`src/rtl/pipe_ctrl_if.sv`:
```
// pipe_ctrl_if: EXU/bus -> control unit and control unit -> PC / pipeline
// register bundle.
//   master : producer side (EXU, bus), drives requests, observes control.
//   slave  : pipe_ctrl, consumes requests, drives redirect/flush/hold/ack.
interface pipe_ctrl_if;
  logic        ex2cu_jump_en_i;
  logic [31:0] ex2cu_jump_addr_i;
  logic        bus2cu_hold_req_i;
  logic        cu2bus_hold_ack_o;
  logic        cu2pc_jump_en_o;
  logic [31:0] cu2pc_jump_addr_o;
  logic        cu2pc_hold_o;
  logic        cu2ifid_flush_o;
  logic        cu2ifid_hold_o;
  logic        cu2idex_flush_o;
  logic        cu2idex_hold_o;

  modport master (
    output ex2cu_jump_en_i, ex2cu_jump_addr_i, bus2cu_hold_req_i,
    input  cu2bus_hold_ack_o, cu2pc_jump_en_o, cu2pc_jump_addr_o, cu2pc_hold_o,
           cu2ifid_flush_o, cu2ifid_hold_o, cu2idex_flush_o, cu2idex_hold_o
  );

  modport slave (
    input  ex2cu_jump_en_i, ex2cu_jump_addr_i, bus2cu_hold_req_i,
    output cu2bus_hold_ack_o, cu2pc_jump_en_o, cu2pc_jump_addr_o, cu2pc_hold_o,
           cu2ifid_flush_o, cu2ifid_hold_o, cu2idex_flush_o, cu2idex_hold_o
  );
endinterface

```
`src/rtl/pipe_ctrl.sv`:
```
// pipe_ctrl: pipeline control unit at the consumer end of the EXU redirect path.
// Turns a taken-branch strobe into a PC redirect plus FLUSH_CYCLES of IF/ID and
// ID/EX bubbles, and a bus hold request into a pipeline freeze with a
// registered acknowledge.
// Ports:
//   clk, rst_n : core clock, asynchronous active-low reset
//   cu_if      : pipe_ctrl_if.slave (jump/hold requests in; PC redirect,
//                flush, hold and bus ack out)
//   cu_flush_cnt_o / cu_stall_cnt_o : 32-bit event counters, present only when
//                PIPE_CTRL_PERF_EN is defined (flush cycles, HOLD cycles)
// Optional feature macro: PIPE_CTRL_PERF_EN
module pipe_ctrl #(
  parameter int FLUSH_CYCLES = 1
) (
  input  logic          clk,
  input  logic          rst_n,
  pipe_ctrl_if.slave    cu_if
`ifdef PIPE_CTRL_PERF_EN
  ,
  output logic [31:0]   cu_flush_cnt_o,
  output logic [31:0]   cu_stall_cnt_o
`endif
);

  localparam int CNT_W = (FLUSH_CYCLES < 1) ? 1 : $clog2(FLUSH_CYCLES + 1);

  typedef enum logic [1:0] {S_IDLE, S_FLUSH, S_HOLD} state_e;

  state_e             state_q, state_d;
  logic [CNT_W-1:0]   cnt_q, cnt_d;
  logic               ack_q, ack_d;

  logic               jump_en;
  logic [31:0]        jump_addr;
  logic               flush;
  logic               hold;

  always_ff @(posedge clk or negedge rst_n) begin
    if (!rst_n) begin
      state_q <= S_IDLE;
      cnt_q   <= '0;
      ack_q   <= 1'b0;
    end else begin
      state_q <= state_d;
      cnt_q   <= cnt_d;
      ack_q   <= ack_d;
    end
  end

  always_comb begin
    state_d   = state_q;
    cnt_d     = cnt_q;
    ack_d     = 1'b0;
    jump_en   = 1'b0;
    jump_addr = 32'h0;
    flush     = 1'b0;
    hold      = 1'b0;
    unique case (state_q)
      S_IDLE: begin
        // A jump beats a simultaneous hold request; the bus keeps the request
        // up, so it is picked up once the bubbles are in.
        if (cu_if.ex2cu_jump_en_i) begin
          jump_en   = 1'b1;
          jump_addr = cu_if.ex2cu_jump_addr_i;
          flush     = 1'b1;
          if (FLUSH_CYCLES > 1) begin
            state_d = S_FLUSH;
            cnt_d   = CNT_W'(FLUSH_CYCLES - 1);
          end else if (cu_if.bus2cu_hold_req_i) begin
            state_d = S_HOLD;
          end
        end else if (cu_if.bus2cu_hold_req_i) begin
          state_d = S_HOLD;
        end
      end
      S_FLUSH: begin
        // EX holds a bubble here, so any strobe it shows is stale.
        flush = 1'b1;
        cnt_d = cnt_q - CNT_W'(1);
        if (cnt_q == CNT_W'(1)) begin
          cnt_d   = '0;
          state_d = cu_if.bus2cu_hold_req_i ? S_HOLD : S_IDLE;
        end
      end
      S_HOLD: begin
        // EX is frozen; a pending jump strobe is taken in the first IDLE cycle.
        hold = 1'b1;
        if (cu_if.bus2cu_hold_req_i) ack_d   = 1'b1;
        else                         state_d = S_IDLE;
      end
      default: state_d = S_IDLE;
    endcase
  end

  assign cu_if.cu2bus_hold_ack_o = ack_q;
  assign cu_if.cu2pc_jump_en_o   = jump_en;
  assign cu_if.cu2pc_jump_addr_o = jump_addr;
  assign cu_if.cu2pc_hold_o      = hold;
  assign cu_if.cu2ifid_flush_o   = flush;
  assign cu_if.cu2ifid_hold_o    = hold;
  assign cu_if.cu2idex_flush_o   = flush;
  assign cu_if.cu2idex_hold_o    = hold;

`ifdef PIPE_CTRL_PERF_EN
  logic [31:0] flush_cnt_q, flush_cnt_d;
  logic [31:0] stall_cnt_q, stall_cnt_d;

  always_comb begin
    flush_cnt_d = flush_cnt_q + {31'h0, flush};
    stall_cnt_d = stall_cnt_q + {31'h0, hold};
  end

  always_ff @(posedge clk or negedge rst_n) begin
    if (!rst_n) begin
      flush_cnt_q <= '0;
      stall_cnt_q <= '0;
    end else begin
      flush_cnt_q <= flush_cnt_d;
      stall_cnt_q <= stall_cnt_d;
    end
  end

  assign cu_flush_cnt_o = flush_cnt_q;
  assign cu_stall_cnt_o = stall_cnt_q;
`endif

endmodule
```
`src/flat_wrapper.sv`:
```
// flat-port wrapper written by rule: the top's interface ports become plain ports
module pipe_ctrl_flat 
#(
  parameter int FLUSH_CYCLES = 1
)
  (clk, rst_n, cu_if_ex2cu_jump_en_i, cu_if_ex2cu_jump_addr_i, cu_if_bus2cu_hold_req_i, cu_if_cu2bus_hold_ack_o, cu_if_cu2pc_jump_en_o, cu_if_cu2pc_jump_addr_o, cu_if_cu2pc_hold_o, cu_if_cu2ifid_flush_o, cu_if_cu2ifid_hold_o, cu_if_cu2idex_flush_o, cu_if_cu2idex_hold_o);
  pipe_ctrl_if cu_if_i ();
  input  logic clk;
  input  logic rst_n;
  input wire logic [$bits(cu_if_i.ex2cu_jump_en_i)-1:0] cu_if_ex2cu_jump_en_i;
  input wire logic [$bits(cu_if_i.ex2cu_jump_addr_i)-1:0] cu_if_ex2cu_jump_addr_i;
  input wire logic [$bits(cu_if_i.bus2cu_hold_req_i)-1:0] cu_if_bus2cu_hold_req_i;
  output wire logic [$bits(cu_if_i.cu2bus_hold_ack_o)-1:0] cu_if_cu2bus_hold_ack_o;
  output wire logic [$bits(cu_if_i.cu2pc_jump_en_o)-1:0] cu_if_cu2pc_jump_en_o;
  output wire logic [$bits(cu_if_i.cu2pc_jump_addr_o)-1:0] cu_if_cu2pc_jump_addr_o;
  output wire logic [$bits(cu_if_i.cu2pc_hold_o)-1:0] cu_if_cu2pc_hold_o;
  output wire logic [$bits(cu_if_i.cu2ifid_flush_o)-1:0] cu_if_cu2ifid_flush_o;
  output wire logic [$bits(cu_if_i.cu2ifid_hold_o)-1:0] cu_if_cu2ifid_hold_o;
  output wire logic [$bits(cu_if_i.cu2idex_flush_o)-1:0] cu_if_cu2idex_flush_o;
  output wire logic [$bits(cu_if_i.cu2idex_hold_o)-1:0] cu_if_cu2idex_hold_o;
  assign cu_if_i.ex2cu_jump_en_i = cu_if_ex2cu_jump_en_i;
  assign cu_if_i.ex2cu_jump_addr_i = cu_if_ex2cu_jump_addr_i;
  assign cu_if_i.bus2cu_hold_req_i = cu_if_bus2cu_hold_req_i;
  assign cu_if_cu2bus_hold_ack_o = cu_if_i.cu2bus_hold_ack_o;
  assign cu_if_cu2pc_jump_en_o = cu_if_i.cu2pc_jump_en_o;
  assign cu_if_cu2pc_jump_addr_o = cu_if_i.cu2pc_jump_addr_o;
  assign cu_if_cu2pc_hold_o = cu_if_i.cu2pc_hold_o;
  assign cu_if_cu2ifid_flush_o = cu_if_i.cu2ifid_flush_o;
  assign cu_if_cu2ifid_hold_o = cu_if_i.cu2ifid_hold_o;
  assign cu_if_cu2idex_flush_o = cu_if_i.cu2idex_flush_o;
  assign cu_if_cu2idex_hold_o = cu_if_i.cu2idex_hold_o;
  pipe_ctrl #(.FLUSH_CYCLES(FLUSH_CYCLES)) u_core (.clk(clk), .rst_n(rst_n), .cu_if(cu_if_i));
endmodule
```
`config.mk`:
```
export PLATFORM = sky130hd
export DESIGN_NAME = pipe_ctrl_flat
export DESIGN_NICKNAME = d
export VERILOG_FILES = /design/src/rtl/pipe_ctrl_if.sv /design/src/rtl/pipe_ctrl.sv /design/src/flat_wrapper.sv
export SDC_FILE = /design/constraint.sdc
export NUM_CORES = 1
export LEC_CHECK = 0
export CAP_MARGIN = 20
export CORE_AREA = 2 2 48 50
export CTS_BUF_LIST = sky130_fd_sc_hd__clkbuf_4
export DETAILED_ROUTE_END_ITERATION = 8
export DIE_AREA = 0 0 50 52
export MAX_ROUTING_LAYER = met4
export PLACE_DENSITY = 0.8
export SETUP_SLACK_MARGIN = 0.3
export SYNTH_ARGS = -nofsm -noshare
export SYNTH_HDL_FRONTEND = slang
export SYNTH_SLANG_ARGS = --single-unit
```
`constraint.sdc`:
```
create_clock -name clk -period 1.3 [get_ports clk]
set_clock_uncertainty 0.05 [all_clocks]
set_input_delay 0.26 -clock clk [delete_from_list [all_inputs] [get_ports clk]]
set_output_delay 0.26 -clock clk [all_outputs]
set_load 0.02 [all_outputs]
```
After elaboration in Yosys (flattened, before gate mapping)

Cells that the tools add are included.

Output and inout bits: 39
Word-level logic and storage cells: 25
Input port bits: 36
Register bits: 4

Equality and inequality tests: 5
Muxes and demuxes: 14
Reduce and logical (&&, ||, !) cells: 2
Add/sub/neg operators: 1

Operators with widths:

| kind                  | number |
|---|---|
| $mux W32              | 2 |
| $mux W2               | 4 |
| $mux W1               | 6 |
| $pmux W2 S3           | 1 |
| $ne A2 B2 Y1 const B  | 2 |
| $reduce_and A3 Y1     | 1 |
| $eq A2 B1 Y1 const B  | 1 |
| $eq A2 B2 Y1 const B  | 1 |
| $logic_not A2 Y1      | 1 |
| $ne A2 B1 Y1 const B  | 1 |
| $pmux W1 S2           | 1 |
| $sub A1 B1 Y1 const B | 1 |

Depth between registers and ports, before layout

Gate-level depths: netlist of run 1.

Word-level depth: 3
Depth in mapped cells: 3
Gate-level depth less buffers: 2

Worst setup path before layout of run 1

Ideal clock, no wire load.

Kind: register to output
Start point: register u_core.state_q[1]
End point: output port cu_if_cu2ifid_flush_o
Setup slack: -334 ps
Required time: 990 ps
Arrival: 1324 ps
Buffers on the path: 2
Cell stages (with the launch flop): 4
Cells stage by stage: dfrtp_1 buf_2 nor2b_1 buf_4

Longest elaborated chain between the ends: 2
Elaborated cells on any way between the ends: 3
Classes of those cells: eq/ne (1); mux (1); reduce/logical (1)

Ends and longest elaborated chain:

| item                                                    | RTL line           | RTL |
|---|---|---|
| start, declared                                         | pipe_ctrl.sv:29    | `state_e state_q, state_d;` |
| start signal, assigned                                  | pipe_ctrl.sv:44    | `state_q <= state_d;` |
| $eq A2 B1 Y1 / $logic_not A2 Y1 (equally long branches) | pipe_ctrl.sv:58    | `unique case (state_q)` |
| $pmux W1 S2 (*)                                         | pipe_ctrl.sv:58    |  |
| end, declared                                           | flat_wrapper.sv:17 | `output wire logic [$bits(cu_if_i.cu2ifid_flush_o)-1:0] cu_if_cu2ifid_flush_o;` |

Mark *: on every way between the ends. The rest lies on a longest branch, timed or not.

Worst setup path in the final report of run 1

Start point: register u_core.state_q[1]
End point: output port cu_if_cu2pc_jump_addr_o[6]

Longest elaborated chain between the ends: 2

Ends and longest elaborated chain:

| item             | RTL line           | RTL |
|---|---|---|
| $logic_not A2 Y1 | pipe_ctrl.sv:58    |  |
| $mux W32         | pipe_ctrl.sv:58    |  |
| end, declared    | flat_wrapper.sv:15 | `output wire logic [$bits(cu_if_i.cu2pc_jump_addr_o)-1:0] cu_if_cu2pc_jump_addr_o;` |

Every way passes these cells.

==> metrics.yaml, run 1 <==
die_y_um: 52
htree_levels: 1
drt_iter0_drc: 5
violations: "setup timing"
final_nets: 159
drtPass1Iterations: 2
root_buffer: "clkbuf_4"
yosysWarnings: 0
routed_wl_um: 2136
final-hold-violation-count: 0
groute.usage.overall: 0.1702
max_cap_viol_count: 0
worst_pin_slew_ns: 0.2203
vias: 659
critPathLaunchType: "flip-flop"
overflow: 0
setup_ws_ns: -0.2700
drive_gt1_frac: 0.6942
hold_slack_ns: 0.1466
hp-class: "in2async"
setup_viol: 39
clock_sinks: 2
synth_area_sq_um: 417.9
grt_max_degree: 19
antenna_found_initial: 0
max-clock-path-buffers: 2
min_period_ns: 1.570
synth.distinct_cells: 7
drv_slew: 0
drc: 0
slew_headroom: 0.8537
max_freq_ghz: 0.6369
cts_tree: "built"
drtAntennaViolNets: 0
area_growth_pct: 232.9
clk_latency_ns: 0.23
cp.arrival_ns: 1.26
final_common_cell: "buf_6"
path_cells: "buf_12, and3b_2, buf_6"
syn-instance-count: 47
finalPower_w: 0.001977
cts_buffers: 3
path_class: "reg2out"
port_buffers: 74
yosysSeqAreaShare: 0.1198
io_pins: 75
syn_nets: 84
p_per_area_nw_per_um2: 1421
mostFrequentLayoutCells: "buf_6 (39), clkdlybuf4s50_1 (34), and3b_2 (32)"
grt_pass1_vias: 648
wl_per_cell_um: 14.34
fin_crit_sh: 1.208
synth.avg_cell_area_sq_um: 8.892
grt_pass1_wl_um: 3229
rows: 17
antenna_cells: 0
slowest_stage: "dfrtp_4"
cp_max_fo: 18
leakage_nw: 0.7073
fp.dieArea_sq_um: 2600
fp.coreArea_sq_um: 2106
synth_seq_cells: 2
via_per_inst: 4.423
initial_core_util: 0.1985
clk_pin_slew_ns: 0.03
gp_congestion: 0.6183
cp-end-kind: "output port"
status: "complete, but fails checks"
peakVddDrop_v: 0.001370
rsz0062_at_grt: "yes"
max_stage_delay_ns: 0.51
required_ns: 0.99
die_width_um: 50
## area by class of cell
cell class              count  area [sq um]
clock buffers               4         30.03
fillers                   158         714.4
multi-input cells          35         375.4
flip-flops and latches      2         53.80
well taps                  28         35.03
repair buffers             80         897.1
## critical path: cells and delay by family (launching register included)
kind / cells / cell delay [ns]
flip-flops: 1 / 0.51
buffers and inverters: 2 / 0.28
AND/OR/NAND/NOR: 1 / 0.24
## routing by layer
layer | wire, um | track usage
met5 | 0 | -
met4 | 18 | 0.05556
met3 | 162 | 0.04023
met2 | 1138 | 0.3114
met1 | 817 | 0.1799
## final timing paths
kind / from / to / slack [ns] / depth (start not counted)
max: u_core.state_q[1] / cu_if_cu2pc_jump_addr_o[6] / -0.27 / 3
min: rst_n / u_core.state_q[1] / 0.15 / 1
max reg2reg: u_core.state_q[1] / u_core.state_q[1] / -0.06 / 4
min reg2reg: u_core.state_q[1] / u_core.state_q[1] / 0.80 / 3
max in group asynchronous: rst_n / u_core.state_q[1] / 0.91 / 1
min in group clk: cu_if_bus2cu_hold_req_i / u_core.cu_if.cu2bus_hold_ack_o / 0.64 / 2
## what timing repair did
action	in CTS	in global routing
cloned	1	0
setup buffers	4	0
hold buffers	0	0
setup endpoints to repair	41	41
gates resized for setup	236	1
## power by group
part / internal (W) / leakage [nW] / switching, W
combinational: 0.000951 / 0.665 / 0.000705
sequential: 0.000101 / 0.0236 / 0.0000411
clock: 0.000135 / 0.0184 / 0.0000445
total: 0.00119 / 0.707 / 0.000790
## logic make-up after synthesis
family	share of synthesized area
xor+xnor	0.02096
simple gates	0.6856
buf+inv	0.1437
fa+ha+maj	0.02994
flops	0.1198
## synth_stat cells, drive strengths merged
| cell type | n | area share |
|---|---|---|
| and3b | 32 | 0.67 |
| buf | 10 | 0.14 |
| dfrtp | 2 | 0.12 |
| ha | 1 | 0.030 |
| nor2b | 1 | 0.015 |
| xor2 | 1 | 0.021 |
## sequential cells by signal, summed over array words and instances (netlist names)
signal                          count
u_core.state_q                      1
u_core.cu_if.cu2bus_hold_ack_o      1
## stage by stage
stage	util	instances	setup TNS (ns)	instance area [sq um]	worst slack, ns
2_1_floorplan	-	47	0	480.5	0.005312
3_3_place_gp	0.5710	140	-26.31	1202	-0.7298
3_5_place_dp	0.5710	140	-26.61	1202	-0.7439
4_1_cts	0.6572	149	-8.865	1384	-0.2593
5_1_grt	0.6607	149	-10.45	1391	-0.3169
6_report	0.6607	149	-8.936	1391	-0.2700
(Power assumes the default switching activity.)
==> run 2: changes to the inputs <==
==> constraint.sdc (replaced) <==
create_clock -name clk -period 1.3 [get_ports clk]
set_clock_uncertainty 0.05 [all_clocks]
set_input_delay 0.39 -clock clk [delete_from_list [all_inputs] [get_ports clk]]
set_output_delay 0.39 -clock clk [all_outputs]
set_load 0.02 [all_outputs]
==> metrics.yaml, run 2 (synthesis results as in run 1) <==
wl_per_cell_um: 14.31  # -0.18%
place_worst_setup_slack_ns: -1.004  # -0.2600 ns
drc: 0  # unchanged
drive_gt1_frac: 0.7177  # +0.02353
min_period_ns: 1.694  # +0.1242 ns
drtPass1Iterations: 4  # +2
hp-class: "in2async"
die_y_um: 52  # unchanged
violations: "setup timing"
port_buffers: 74  # unchanged
grt_max_degree: 19  # unchanged
clk_pin_slew_ns: 0.03  # about the same
cts_tree: "built"
overflow: 0  # unchanged
fin_crit_sh: 1.303  # +0.09552
status: "complete, but fails checks"
antenna_found_initial: 0  # unchanged
die_width_um: 50  # unchanged
instances_no_fill: 152  # +2.0%
cts_buffers: 3  # unchanged
slew_headroom: 0.9158  # +0.06210
final_common_cell: "buf_6"
drt_iter0_drc: 6  # +1
fp.dieArea_sq_um: 2600  # unchanged
rsz0062_at_grt: "yes"
max_cap_viol_count: 0  # unchanged
worst_pin_slew_ns: 0.1260  # -0.09429 ns
antenna_cells: 0  # unchanged
hold_slack_ns: 0.2799  # +0.1333 ns
final_nets: 162  # +1.9%
cp.arrival_ns: 1.25  # about the same
p_per_area_nw_per_um2: 1449  # +1.9%
critPathLaunchType: "flip-flop"
path_class: "reg2out"
switching_share: 0.4008  # +0.001074
clk_latency_ns: 0.23  # about the same
io_pins: 75  # unchanged
combPwrFrac: 0.842  # +0.005
htree_levels: 1  # unchanged
clock_sinks: 2  # unchanged
gp_congestion: 0.6183  # unchanged
cp_max_fo: 17  # -1
pwr-share-clk: 0.089  # -0.002
required_ns: 0.86  # -0.13 ns
fp.coreArea_sq_um: 2106  # unchanged
setup_ws_ns: -0.3942  # -0.1242 ns
internal_power_w: 0.001204  # +1.5%
final-hold-violation-count: 0  # unchanged
routed_wl_um: 2175  # +1.8%
via_per_inst: 4.388  # -0.78%
drtAntennaViolNets: 0  # unchanged
power.switching_w: 0.0008057  # +1.9%
grt_pass1_wl_um: 3256  # +0.84%
vias: 667  # +1.2%
groute.usage.overall: 0.1727  # +0.002503
dp.cells: 140  # unchanged
seqPwrFrac: 0.069  # -0.003
setup_viol: 39  # unchanged
mostFrequentLayoutCells: "buf_6 (39), and3b_2 (32), clkdlybuf4s50_1 (31)"
root_buffer: "clkbuf_4"
grt_pass1_vias: 634  # -2.2%
finalSetupTns_ns: -13.93  # -4.999 ns
rows: 17  # unchanged
max_freq_ghz: 0.5903  # -7.3%
drv_slew: 0  # unchanged
max-clock-path-buffers: 2  # unchanged
area_growth_pct: 232.0
num-fill-cells: 159  # +0.63%
initial_core_util: 0.1985  # unchanged
hold_buffers: 0  # unchanged
peakVddDrop_v: 0.001312  # -4.2%
leakage_nw: 0.7126  # +0.75%
cp-end-kind: "output port"
-- run 2: changes by cell type in the layout (fill, tap and decap cells not counted), sizes merged --
cell	before	now
buf	43	49
bufbuf	1	0
clkdlybuf4s50	34	31
dlygate4sd2	2	3
-- run 2: critical path: stages (launching register included) --
cell and delay (ns):
dfrtp_4 0.50, buf_12 0.16, and3b_2 0.24, buf_6 0.12
-- run 2: final timing paths --
kind | from | end | slack (ns) | depth (start not counted)
worst max-delay path | u_core.state_q[1] | cu_if_cu2pc_jump_addr_o[10] | -0.39 | 3
worst min-delay path | rst_n | u_core.state_q[1] | 0.28 | 1
worst max register to register | u_core.state_q[1] | u_core.state_q[1] | -0.17 | 5
worst min register to register | u_core.state_q[1] | u_core.state_q[1] | 0.88 | 4
max in group asynchronous | rst_n | u_core.state_q[1] | 0.77 | 1
min in group clk | cu_if_bus2cu_hold_req_i | u_core.cu_if.cu2bus_hold_ack_o | 0.77 | 2
-- run 2: area by class of cell --
class	instances	area (sq um)	area share
sequential	2	53.80	0.03877
clock buffer	4	30.03	0.02164
multi-input combinational	35	375.4	0.2705
tap	28	35.03	0.02525
timing repair buffer	83	893.4	0.6438
-- run 2: layer usage --
layer / GRT usage / part of all wire / wire [um] / up-vias
met5: - / 0 / 0 / -
met4: 0.05556 / 0.0087 / 19 / 0
met3: 0.04023 / 0.074 / 160 / 2
met2: 0.3114 / 0.53 / 1160 / 43
met1: 0.1869 / 0.38 / 836 / 302
li1: - / - / - / 320
-- run 2: per-stage QoR --
| stage | area [sq um] | power, W | utilization |
|---|---|---|---|
| 2_1_floorplan | 480.5 | 0.0009430 | - |
| 6_report | 1388 | 0.002010 | 0.6589 |
| 3_3_place_gp | 1202 | 0.001412 | 0.5710 |
| 3_5_place_dp | 1202 | 0.001431 | 0.5710 |
| 5_1_grt | 1388 | 0.002124 | 0.6589 |
| 4_1_cts | 1366 | 0.001939 | 0.6488 |
-- run 2: power groups by stage --
| stage | sequential (W) | combinational [W] | clock [W] |
|---|---|---|---|
| 5_1_grt | 0.000143 | 0.00178 | 0.000198 |
| 2_1_floorplan | 0.000160 | 0.000783 | 0 |
| 4_1_cts | 0.000136 | 0.00162 | 0.000185 |
| 3_5_place_dp | 0.000224 | 0.00121 | 0 |
| 6_report | 0.000138 | 0.00169 | 0.000179 |
| 3_3_place_gp | 0.000222 | 0.00119 | 0 |
-- run 2: timing repair --
action,CTS,global route
gates resized for setup,245,4
endpoints found under the setup margin,41,41
gates cloned,1,0
buffers inserted,6,1
pin swaps,3,0
